$ cat src/rtl/sample_scheduler.sv
// Tick-driven round-robin conversion scheduler: one converter request per tick over the masked channels.
// Start follows the tick by one cycle, the sample strobe follows the converter reply by one cycle; no backpressure.
module sample_scheduler #(
  parameter int WORD_LENGTH        = 16,
  parameter int SYSTEM_FREQUENCY   = 100000000,
  parameter int SAMPLING_FREQUENCY = 1000000,
  parameter int NUM_CHANNELS       = 4,
  parameter int TIMEOUT_CYCLES     = 64,
  localparam int DIV  = SYSTEM_FREQUENCY / SAMPLING_FREQUENCY,
  localparam int CH_W = (NUM_CHANNELS > 1) ? $clog2(NUM_CHANNELS) : 1
) (
  input  logic                    clock_i,
  input  logic                    reset_n_i,
  input  logic                    enable_i,
  input  logic                    clear_i,
  input  logic [NUM_CHANNELS-1:0] channel_mask_i,
  output logic                    conv_start_o,
  output logic [CH_W-1:0]         conv_channel_o,
  input  logic                    conv_valid_i,
  input  logic [WORD_LENGTH-1:0]  conv_data_i,
  output logic                    tick_o,
  output logic                    sample_valid_o,
  output logic [WORD_LENGTH-1:0]  sample_data_o,
  output logic [CH_W-1:0]         sample_channel_o,
  output logic                    overrun_o,
  output logic                    timeout_o
);

  localparam int CNT_W = $clog2(DIV);
  localparam int TO_W  = (TIMEOUT_CYCLES > 1) ? $clog2(TIMEOUT_CYCLES) : 1;

  typedef enum logic [1:0] {IDLE, WAIT_TICK, START, WAIT_DATA} state_t;

  state_t                 state_q, state_d;
  logic [CNT_W-1:0]       presc_q, presc_d;
  logic [TO_W-1:0]        tmo_cnt_q, tmo_cnt_d;
  logic [CH_W-1:0]        last_ch_q, last_ch_d;
  logic [CH_W-1:0]        sel_q, sel_d;
  logic [CH_W-1:0]        smp_ch_q, smp_ch_d;
  logic [WORD_LENGTH-1:0] smp_dat_q, smp_dat_d;
  logic                   smp_vld_q, smp_vld_d;
  logic                   ovr_q, ovr_d;
  logic                   tmo_q, tmo_d;
  logic                   tick;
  logic                   ovr_set;
  logic                   tmo_set;
  logic [CH_W-1:0]        next_ch;
  logic [CH_W-1:0]        hi_ch;
  logic [CH_W-1:0]        lo_ch;
  logic                   hi_found;

  assign tick = enable_i && (state_q != IDLE) && (presc_q == CNT_W'(DIV - 1));

  // Lowest set bit above last_ch wins; otherwise wrap to the lowest set bit overall.
  always_comb begin
    hi_ch    = '0;
    lo_ch    = '0;
    hi_found = 1'b0;
    for (int c = NUM_CHANNELS - 1; c >= 0; c--) begin
      if (channel_mask_i[c]) begin
        lo_ch = CH_W'(c);
        if (c > int'(last_ch_q)) begin
          hi_ch    = CH_W'(c);
          hi_found = 1'b1;
        end
      end
    end
    next_ch = hi_found ? hi_ch : lo_ch;
  end

  always_comb begin
    state_d   = state_q;
    presc_d   = '0;
    tmo_cnt_d = tmo_cnt_q;
    last_ch_d = last_ch_q;
    sel_d     = sel_q;
    smp_ch_d  = smp_ch_q;
    smp_dat_d = smp_dat_q;
    smp_vld_d = 1'b0;
    ovr_set   = 1'b0;
    tmo_set   = 1'b0;

    if (enable_i && (state_q != IDLE)) begin
      presc_d = (presc_q == CNT_W'(DIV - 1)) ? '0 : presc_q + CNT_W'(1);
    end

    if (!enable_i) begin
      state_d   = IDLE;
      tmo_cnt_d = '0;
    end else begin
      case (state_q)
        IDLE: state_d = WAIT_TICK;
        WAIT_TICK: begin
          if (tick && (|channel_mask_i)) begin
            sel_d   = next_ch;
            state_d = START;
          end
        end
        START: begin
          ovr_set   = tick;
          tmo_cnt_d = '0;
          state_d   = WAIT_DATA;
        end
        WAIT_DATA: begin
          ovr_set = tick;
          if (conv_valid_i) begin
            smp_dat_d = conv_data_i;
            smp_ch_d  = sel_q;
            smp_vld_d = 1'b1;
            last_ch_d = sel_q;
            state_d   = WAIT_TICK;
          end else if (tmo_cnt_q == TO_W'(TIMEOUT_CYCLES - 1)) begin
            tmo_set   = 1'b1;
            last_ch_d = sel_q;
            state_d   = WAIT_TICK;
          end else begin
            tmo_cnt_d = tmo_cnt_q + TO_W'(1);
          end
        end
        default: state_d = IDLE;
      endcase
    end

    ovr_d = ovr_set | (ovr_q & ~clear_i);
    tmo_d = tmo_set | (tmo_q & ~clear_i);
  end

  always_ff @(posedge clock_i) begin
    if (!reset_n_i) begin
      state_q   <= IDLE;
      presc_q   <= '0;
      tmo_cnt_q <= '0;
      last_ch_q <= CH_W'(NUM_CHANNELS - 1);
      sel_q     <= '0;
      smp_ch_q  <= '0;
      smp_dat_q <= '0;
      smp_vld_q <= 1'b0;
      ovr_q     <= 1'b0;
      tmo_q     <= 1'b0;
    end else begin
      state_q   <= state_d;
      presc_q   <= presc_d;
      tmo_cnt_q <= tmo_cnt_d;
      last_ch_q <= last_ch_d;
      sel_q     <= sel_d;
      smp_ch_q  <= smp_ch_d;
      smp_dat_q <= smp_dat_d;
      smp_vld_q <= smp_vld_d;
      ovr_q     <= ovr_d;
      tmo_q     <= tmo_d;
    end
  end

  assign conv_start_o     = (state_q == START);
  assign conv_channel_o   = sel_q;
  assign tick_o           = tick;
  assign sample_valid_o   = smp_vld_q;
  assign sample_data_o    = smp_dat_q;
  assign sample_channel_o = smp_ch_q;
  assign overrun_o        = ovr_q;
  assign timeout_o        = tmo_q;

endmodule

$ cat config.mk
export PLATFORM = sky130hd
export DESIGN_NAME = sample_scheduler
export DESIGN_NICKNAME = d
export VERILOG_FILES = /design/src/rtl/sample_scheduler.sv
export SDC_FILE = /design/constraint.sdc
export NUM_CORES = 1
export LEC_CHECK = 0
export ABC_CLOCK_PERIOD_IN_PS = 2300
export BUFFER_PORTS_ARGS = -buffer_cell sky130_fd_sc_hd__buf_4
export CAP_MARGIN = 20
export CORE_MARGIN = 3
export CORE_UTILIZATION = 26
export CTS_BUF_LIST = sky130_fd_sc_hd__clkbuf_8
export CTS_CLUSTER_SIZE = 20
export DETAILED_ROUTE_END_ITERATION = 10
export RECOVER_POWER = 50
export SLEW_MARGIN = 20
export SYNTH_ARGS = -nofsm -noshare
export SYNTH_HDL_FRONTEND = slang
export SYNTH_SLANG_ARGS = --single-unit
$ cat constraint.sdc
create_clock -name clock_i -period 2.3 [get_ports clock_i]
set_input_delay 0.115 -clock clock_i [delete_from_list [all_inputs] [get_ports clock_i]]
set_output_delay 0.115 -clock clock_i [all_outputs]
set_load 0.05 [all_outputs]
## Word level (Yosys, flattened, before mapping)

Cells that the tools add are included.

- Add/sub/neg operators: 2
- Multiply operators: 0
- Div/mod/pow operators: 0
- Order comparisons: 3
- Eq/ne operators: 9
- Shift-type cells: 0
- Mux-type cells: 33
- Bitwise logic cells: 7
- Reduce and logical (&&, ||, !) cells: 17

Operators by type and width:

| cell | count |
|---|---|
| $mux 2 | 16 |
| $reduce_and 3->1 | 5 |
| $mux 1 | 13 |
| $mux 6 | 2 |
| $pmux 6 s2 | 1 |
| $pmux 2 s4 | 1 |
| $add 7x1->7 const B | 1 |
| $eq 7x7->1 const B | 1 |
| $add 6x1->6 const B | 1 |
| $eq 6x6->1 const B | 1 |
| $ne 2x2->1 const B | 3 |
| $reduce_bool 2->1 | 3 |
| $eq 2x2->1 const B | 2 |
| $gt 2x2->1 const A | 2 |
| $reduce_and 2->1 | 2 |
| $reduce_or 4->1 | 1 |
| $logic_and 1x1->1 | 3 |
| $ne 3x3->1 const B | 1 |
| $not 1->1 | 3 |
| $reduce_or 3->1 | 1 |
| $and 1x1->1 | 2 |
| $eq 2x1->1 const B | 1 |
| $gt 1x2->1 const A | 1 |
| $logic_not 2->1 | 1 |
| 2 further kinds | 3 |

- Register bits after elaboration: 40
- Bits in latches: 0
- Memory bits (writable): 0
- Memory bits (read-only): 0
- Input port bits: 25
- Output and inout port bits: 25
- Logic and storage cells: 81
- Memories kept: 0

## Logic depth before layout (Yosys ltp)

- Word-level depth: 8
- Depth in mapped cells: 7
- Mapped depth without buffers: 6

## Worst setup path after synthesis

Ideal clock, no wire load.

- Path type: register to register
- From: register presc_q[2]
- To: register sel_q[1], in the netlist conv_channel_o[1]
- Setup time: 0.076 ns
- Data arrival time: 1.980 ns
- Data required time: 2.224 ns
- Setup slack: 0.244 ns
- Stages on the path, launching flop included: 5
- Buffers on the path: 0
- Period minus slack after synthesis: 2.056 ns
- Path through: dfxtp_1 or4b_4 nor2_1 o2111ai_1 a21boi_0

- Word-level cells in the longest chain between the ends: 4

RTL lines:

| element | RTL line | text |
|---|---|---|
| from (decl) | 35 | `logic [CNT_W-1:0] presc_q, presc_d;` |
| from (signal assigned) | 142 | `presc_q <= presc_d;` |
| $eq 7x7->1 | 52 | `assign tick = enable_i && (state_q != IDLE) && (presc_q == CNT_W'(DIV - 1));` |
| $logic_and 1x1->1 | 52 |  |
| net tick_o | 21 | `output logic tick_o,` |
| $logic_and 1x1->1 | 94 | `if (tick && (\|channel_mask_i)) begin` |
| $reduce_and 3->1 (no line) | - |  |
| to (signal assigned) | 145 | `sel_q <= sel_d;` |
| to (decl) | 38 | `logic [CH_W-1:0] sel_q, sel_d;` |

The timed path passes the listed nets, and every way through them passes these cells.
A chain may end at the register's enable or synchronous reset.

## Worst setup path after layout

- From: register presc_q[2]
- To: output port tick_o

- Word-level cells in the longest chain between the ends: 2

RTL lines:

| element | RTL line |
|---|---|
| $eq 7x7->1 | 52 |
| $logic_and 1x1->1 | 52 |
| to (decl) | 21 |

Every way passes these cells.

==> results.ini <==
[hold_path]
worstHoldEndpoint=sample_data_o[12]
min-delay-start=conv_data_i[12]
hold_depth=3
worstHoldPathType=in2reg

[clocking]
clkSlewWorstSetupHoldPaths_ns=0.07
postCtsSetupBuffers=0
clk_path_buf_depth=2
cts.sinks=40
insertion_delay_ns=0.29
cts_buffers=5
cts-htree-levels=2
cts_resized=0
cts_tree=done
cts_hold_buf=0
cts_root_buf=clkbuf_8

[finish]
antenna_cells=0
nets=288
fill_cells=692
final_cells=335
area_delta_synth_final_pct=25.6
final_core_util=0.346
drive_gt1_frac=0.136
most-common-layout-cells=nand2_1, dfxtp_1, buf_4
final_common_cell=nand2_1

[floorplan]
start_util=0.275
ios=50
rows=29
fp.dieH_um=88.9
die_w_um=88.9
dieArea_um2=7900
core_um2=6490

[yosys]
yosysWarnings=0
synthTopCellsByArea=dfxtp_1, nand2_1, a21boi_0
syn_area_um2=1790
syn_nets=238
syn_area_per_cell_um2=8.63
synthFlopType=dfxtp_1
synth_cell_types=38
synth_edf_count=0
yosys.area.top_type=dfxtp_1
ys_seq_elements=40
async_flop_share=0
synth_top_area_frac=0.448
syn_inst=207
seq_area_frac_synth=0.448

[placement]
hpwl_um=3060
numPortBuffers=49
place_inst=327
post-place-ws_ns=0.524
gp_congestion=0.844

[power_and_ir_drop]
p_leak_nw=0.818
vdd_ir_drop_max_v=0.000186
powerDensity_nw_per_um2=596
power_mw=1.34

[route]
dr.pass1.iters=4
ant_nets=0
topRoutingLayerUsed=met4
drt-initial-drc-count=112
num_vias=1573
wl_met3_um=287
finalWirelength_um=4180
wl_per_cell_um=12.5
routedLengthMet1_um=1890
viasPerCell=4.70
met2_length_um=1920
post-route-drc-count=0

[timing]
finalHoldViolations=0
worst_pin_slew_ns=0.740
maxSlewHeadroom=0.501
fin_setup_tns_ns=0
fin_crit_sh=0.868
rsz0062_at_grt=false
final-setup-viol-count=0
period_needed_ns=2.00
fmax_ghz=0.501
clock_skew_ns=0.00205
fin_ws_ns=0.304
slew_viol_final=0

[worst_setup_path]
critical_path_peak_fanout=5
path_class=reg2out
cp-end-kind=output pin
ff2ff_path_depth=3
r2r-start=presc_q[2]
crit_arrival_ns=1.88
r2r_slack_ns=0.45
start_kind=flip-flop
reg2reg_to=presc_q[4]
cp.required_ns=2.18

[grt]
grt_max_degree=27
grt_pass1_vias=1454
antenna_found_initial=0
track_usage=0.112
grt_overflow=0
grt_pass1_wl_um=6800

[run]
cap_viol_max_count=0

[status]
status=complete, no violations

[cells by family after synthesis]
kind of cell	synth area share
simple gates	0.253
xor+xnor	0.0245
mux	0.00560
fa+ha+maj	0.0420
buf+inv	0.0259
compound gates	0.201
flops	0.448
[power by group]
group | total (mW) | switching [mW] | leakage [nW] | internal, mW
Combinational | 0.0821 | 0.0398 | 0.436 | 0.0423
Clock | 0.559 | 0.241 | 0.0593 | 0.318
Sequential | 0.698 | 0.00257 | 0.323 | 0.695
Total | 1.34 | 0.284 | 0.818 | 1.05
[registers in the layout, summed over array words and instances (netlist names), 2 cells and up]
register / cells
conv_channel_o: 2
last_ch_q: 2
presc_q: 7
sample_channel_o: 2
sample_data_o: 16
state_q: 2
tmo_cnt_q: 6
[routing by layer]
metal / global-route usage / vias to the layer above
li1: - / 821
met1: 0.134 / 699
met2: 0.185 / 44
met3: 0.0341 / 9
met4: 0.0467 / 0
met5: 0 / -
[worst max-delay path, cell delays in order, from the launching register on]
cell and delay [ns]:
dfxtp_1 0.35, or4b_1 0.61, nor2_1 0.36, buf_4 0.27
[synth_stat cells (all sizes together), types with 5 or more instances]
cell type and n:
a21boi 20, a21oi 9, clkbuf 6, dfxtp 40, ha 6, inv 5, nand2 44, nand2b 7
nand3 12, nor2 12, o21ai 5
[through the flow]
stage	hold slack, ns	cell area, um^2
5_1_grt	0.0756	2240
4_1_cts	0.0657	2340
2_1_floorplan	0.260	1790
3_3_place_gp	0.379	2230
3_5_place_dp	0.385	2230
6_report	0.0741	2240
[how the worst max path moves through the flow]
stage / startpoint / to
global placement: tmo_cnt_q[0] / tmo_cnt_q[4]
global route: presc_q[2] / tick_o
finish: presc_q[2] / tick_o
floorplan: presc_q[2] / conv_channel_o[1]
CTS: presc_q[2] / tick_o
detailed placement: tmo_cnt_q[0] / tmo_cnt_q[3]
[cell type report]
| type | instances | area, um^2 | share of cell area |
|---|---|---|---|
| Multi-Input combinational cell | 155 | 936 | 0.417 |
| Timing Repair Buffer | 50 | 285 | 0.127 |
| Clock buffer | 5 | 68.8 | 0.0307 |
| Sequential cell | 40 | 801 | 0.357 |
| Inverter | 5 | 18.8 | 0.00836 |
| Tap cell | 77 | 96.3 | 0.0429 |
| Clock inverter | 3 | 38.8 | 0.0173 |
Power figures use the tool's default switching activity.
